<file path="config.mk">
export PLATFORM = sky130hd
export DESIGN_NAME = sst_reg_seq
export DESIGN_NICKNAME = d
export VERILOG_FILES = /design/src/rtl/sst_reg_seq_pkg.sv /design/src/rtl/sst_reg_seq.sv
export SDC_FILE = /design/constraint.sdc
export NUM_CORES = 1
export LEC_CHECK = 0
export ABC_AREA = 1
export CAP_MARGIN = 20
export CORE_MARGIN = 1
export CORE_UTILIZATION = 52
export DETAILED_ROUTE_END_ITERATION = 8
export GPL_TIMING_DRIVEN = 0
export PLACE_DENSITY = 0.84
export SKIP_LAST_GASP = 1
export SLEW_MARGIN = 20
export SYNTH_ARGS = -nofsm -noshare
export SYNTH_HDL_FRONTEND = slang
export SYNTH_SLANG_ARGS = --single-unit
export TNS_END_PERCENT = 20
</file>
<file path="constraint.sdc">
create_clock -name clk -period 2.14 [get_ports clk]
set_input_delay 0.428 -clock clk [delete_from_list [all_inputs] [get_ports clk]]
set_output_delay 0.428 -clock clk [all_outputs]
set_load 0.01 [all_outputs]
</file>
<file path="src/rtl/sst_reg_seq_pkg.sv">
// Shared mapper save-state definitions: default register map constants and
// the save/restore sequencer state encoding.
package sst_reg_seq_pkg;

  localparam int DEF_REG_CNT = 10;
  localparam int DEF_ID_ADDR = 127;

  typedef enum logic [3:0] {
    IDLE,
    RD_SET,
    RD_CAP,
    RD_OUT,
    WR_IN,
    WR_HOLD,
    ID_SET,
    ID_CHK,
    DONE
  } sst_state_e;

endpackage

</file>
<file path="src/rtl/sst_reg_seq.sv">
// Save-state sequencer: streams mapper registers plus the mapper ID byte out
// on save, and writes them back (checking the ID byte) on restore.
module sst_reg_seq
  import sst_reg_seq_pkg::*;
#(
  parameter int REG_CNT = DEF_REG_CNT,
  parameter int ID_ADDR = DEF_ID_ADDR
) (
  input  logic       clk,
  input  logic       rst_n,
  input  logic       start,
  input  logic       dir,
  input  logic       abort,
  input  logic       m2_fall,
  output logic       busy,
  output logic       done,
  output logic       id_err,
  output logic       sst_act,
  output logic [7:0] sst_addr,
  output logic       sst_we_reg,
  output logic [7:0] sst_dato,
  input  logic [7:0] sst_di,
  output logic [7:0] sav_data,
  output logic       sav_valid,
  input  logic       sav_ready,
  input  logic [7:0] rs_data,
  input  logic       rs_valid,
  output logic       rs_ready
);

  localparam logic [7:0] LAST_IDX = 8'(REG_CNT);
  localparam logic [7:0] ID_A     = 8'(ID_ADDR);

  sst_state_e state;
  logic [7:0] idx;

  // idx == REG_CNT is the slot of the ID byte in both directions.
  always_ff @(posedge clk or negedge rst_n) begin
    if (!rst_n) begin
      state    <= IDLE;
      idx      <= 8'd0;
      id_err   <= 1'b0;
      sst_dato <= 8'd0;
      sav_data <= 8'd0;
    end else if (abort && state != IDLE) begin
      state <= IDLE;
    end else begin
      case (state)
        IDLE: begin
          if (start) begin
            idx    <= 8'd0;
            id_err <= 1'b0;
            state  <= dir ? WR_IN : RD_SET;
          end
        end
        RD_SET: state <= RD_CAP;
        RD_CAP: begin
          sav_data <= sst_di;
          state    <= RD_OUT;
        end
        RD_OUT: begin
          if (sav_ready) begin
            if (idx == LAST_IDX) begin
              state <= DONE;
            end else begin
              idx   <= idx + 8'd1;
              state <= RD_SET;
            end
          end
        end
        WR_IN: begin
          if (rs_valid) begin
            sst_dato <= rs_data;
            state    <= (idx == LAST_IDX) ? ID_SET : WR_HOLD;
          end
        end
        WR_HOLD: begin
          if (m2_fall) begin
            idx   <= idx + 8'd1;
            state <= WR_IN;
          end
        end
        ID_SET: state <= ID_CHK;
        ID_CHK: begin
          if (sst_di != sst_dato) id_err <= 1'b1;
          state <= DONE;
        end
        DONE:    state <= IDLE;
        default: state <= IDLE;
      endcase
    end
  end

  // Outputs are a pure decode of the state/idx registers, so they follow
  // the asynchronous reset immediately.
  always_comb begin
    busy       = (state != IDLE);
    sst_act    = (state != IDLE);
    done       = (state == DONE);
    sst_we_reg = (state == WR_HOLD);
    sav_valid  = (state == RD_OUT);
    rs_ready   = (state == WR_IN);
    case (state)
      RD_SET, RD_CAP, RD_OUT: sst_addr = (idx == LAST_IDX) ? ID_A : idx;
      WR_IN, WR_HOLD:         sst_addr = idx;
      ID_SET, ID_CHK:         sst_addr = ID_A;
      default:                sst_addr = 8'd0;
    endcase
  end

endmodule

</file>
==> summary.txt <==
Outcome
  – Status: finished, violations left
  – Failing checks: negative setup slack

Power
  – Peak supply drop: 784 µV
  – Internal cell power: 1.95 mW
  – Net Sw Power: ~1.3 mW
  – Tot Pwr: 3.29 mW
  – Cell area power density: between 1000 and 1500 nW/µm²
  – Static leakage: 1.40 nW
  – Clk pwr share: 18.1%
  – Sequential power share: 26.5%
  – Switching Share: 40.8%
  – Combinational power share: 55.5%

Synth
  – Avg Cell Area, Syn: 7.38 µm²
  – Cell variety after synth: 29
  – Ys Warns: 0
  – Post-synthesis sequential area ratio: about 37%
  – Seq cells post-synth: 29
  – Main synth FF type: dfrtp_1
  – Ys async rst share: 100%
  – Synth Net Count: 293
  – Syn Std Cell Area: 1970 µm²
  – Post-synth EDFFs: 0
  – Mapped Cells: 267

Drt
  – 1st-iter DRT viols: 113
  – Antenna-violating nets left: 0
  – First drt pass iteration count: 5
  – Final WL: 4950 µm
  – DRC viols: 0
  – Via count: 1,917
  – DR WL met3: 215 µm
  – DR vias/cell: 4.97
  – Top Metal Used: met4
  – Wire length on met1: 2140 µm
  – Wire per inst: about 13 µm
  – WL met2: between 2000 and 2500 µm

STA
  – Tmin final: 2.21 ns
  – Final setup vio count: 6
  – Hold Slack: ~0.16 ns
  – Final Hold Viols: 0
  – Max frequency: 452 MHz
  – Fin worst setup slack: -0.0743 ns
  – Setup tns final: -0.224 ns
  – Worst-Margin Slew: 0.638 ns
  – Setup Skew: 0.00601 ns
  – Final Slew Violations: 0
  – RSZ-0062 raised after global routing: true
  – Fin crit share: 103%
  – Max_slew headroom: a little under three fifths

Clocking
  – CTS tree: done
  – H-tree depth: 2
  – Sink Count: 29
  – Hold Buf Count CTS: 0
  – Clock latency on the worst-skew pair: 0.28 ns
  – Clock slew at reported path FFs: ~0.070 ns
  – Total CTS buffers: 5
  – Clock root buffer: clkbuf_8
  – Clock Path Buffers: 2

Final layout
  – Synthesis-to-layout area growth: 40.9%
  – Layout cells sized above 1: 21.5%
  – Commonest non-fill, non-tap cell in the layout: nand2_1
  – Final Core Density: around 80%
  – Most frequent cells in the layout: 85 x nand2_1, 46 x clkdlybuf4s50_1, 35 x inv_1, 26 x dfrtp_1, 21 x nor2_1
  – Final Non-Filler Cells: 386
  – Finished Cell Area: around 2800 µm²
  – # diodes: 0
  – NumNets Final: 365

Floorplanning
  – Initial Util: between 50% and 60%
  – Die Area: 4040 µm²
  – Placeable Area: around 3500 µm²
  – Die X-Extent: 63.5 µm
  – Chip Height: approximately 64 µm
  – Row cnt: 21
  – I/O pin total: 55

Min path
  – Hold crit path type: input port to async pin

Global routing
  – Congestion Overflow GR: 0
  – First-pass GRT wire length: 8250 µm
  – Initial antenna violation count: 0
  – Vias in the first global route: 1,771
  – Pin count of the biggest net entering global routing: 30
  – Global Route Usage Sum: 26.7%

Setup path
  – Slowest CP cell: clkdlybuf4s50_1
  – CP Launch Type: register
  – Critical Path Sink Type: primary output
  – CP Max Fanout: 5
  – CP peak stage delay: 0.55 ns
  – Crit path DAT: 1.79 ns
  – CP Buf/Inv Count: 2
  – Worst-path cell chain: nor2_4 -> nand2_2 -> inv_1 -> nor2_1 -> a21oi_1 -> clkdlybuf4s50_1
  – Required time of the critical path: 1.71 ns
  – Crit path kind: register to primary output
  – Delay-heaviest family, CP: buffers and inverters

Placement
  – Worst slack at placement: -0.101 ns
  – Placer Congestion: ~0.93
  – Post-DP HPWL: 3470 µm
  – IO buf count: 54
  – Cell Count Post-Placement: roughly 370
  – Area of placed instances: 2560 µm²

Run
  – Max_cap viols: 0
-- metal layers --
layer,track usage (%),up-vias
li1,-,968
met1,34.4,875
met2,41.4,58
met3,6.88,16
met4,12.5,0
met5,0,-
-- logic make-up (layout without fill, tap and decap cells) --
kind of cell	after synthesis	in the layout	share of synthesized area (%)
flip-flops	29	29	36.8
buffers and inverters	46	119	10.2
AO/OA/AOI/OAI	31	31	11.2
XOR/XNOR	6	6	2.67
AND/OR/NAND/NOR	153	153	37.7
adder cells (fa/ha/maj)	2	2	1.27
-- area by class of cell --
cell class / count / area, µm²
buffer: 5 / 46.3
timing repair buffer: 65 / 611
clock inverter: 1 / 30.0
inverter: 41 / 155
tap: 46 / 57.6
multi-input combinational: 192 / 1060
fill: 243 / 694
clock buffer: 7 / 86.3
sequential: 29 / 729
-- worst reg2reg max path, cell delays in order, from the launching register on --
cell	delay, ns
dfrtp_1	0.37
buf_6	0.13
nor2_4	0.12
buf_4	0.16
nand2_4	0.10
nand2_8	0.12
nand2_4	0.08
nor2_8	0.20
nand2_4	0.12
nand2_1	0.08
nand2_1	0.05
-- timing repair --
action | in CTS | in global routing
endpoints found under the setup margin | 11 | 13
gates resized for setup | 16 | 7
pin swaps | 4 | 3
setup buffers | 5 | 6
-- sequential cells by signal (all words and copies together) (netlist names) --
name and count:
id_err 1, idx 8, sav_data 8, sst_dato 8
state 4
-- power groups by stage --
| stage | Combinational, mW | Clock [mW] | Sequential [mW] |
|---|---|---|---|
| floorplan | 0.977 | 0 | 0.922 |
| global placement | 1.65 | 0 | 0.873 |
| detailed placement | 1.67 | 0 | 0.880 |
| CTS | 1.75 | 0.601 | 0.869 |
| global route | 2.01 | 0.630 | 0.896 |
| finish | 1.83 | 0.595 | 0.872 |
-- worst paths after layout --
check                                        startpoint                       to  slack [ns]  depth (start not counted)
worst max-delay path               state[2]$_DFFE_PN0P_              sst_addr[3]       -0.07                          6
worst min-delay path                              rst_n       idx[6]$_DFFE_PN0P_        0.16                          1
worst max register to register     state[1]$_DFFE_PN0P_       idx[7]$_DFFE_PN0P_        0.51                         10
worst min register to register  sav_data[5]$_DFFE_PN0P_  sav_data[5]$_DFFE_PN0P_        0.48                          2
max in group asynchronous                         rst_n     state[2]$_DFFE_PN0P_        1.52                          1
min in group clk                sav_data[5]$_DFFE_PN0P_  sav_data[5]$_DFFE_PN0P_        0.48                          2
-- synth_stat cells, types with 3 or more instances --
library cell,instances,share of area (%)
nand2_1,87,17
inv_1,37,7.1
dfrtp_1,29,37
nor2_1,22,4.2
nand3_1,19,4.8
o21ai_2,15,6.7
o21ai_0,11,2.8
xnor2_1,6,2.7
nand3b_1,4,1.5
a21oi_1,3,0.76
buf_6,3,1.7
inv_2,3,0.57
nand2_2,3,0.95
nand2_4,3,1.7
nor2_2,3,0.95
or2_2,3,0.95
(Power assumes the default switching activity.)
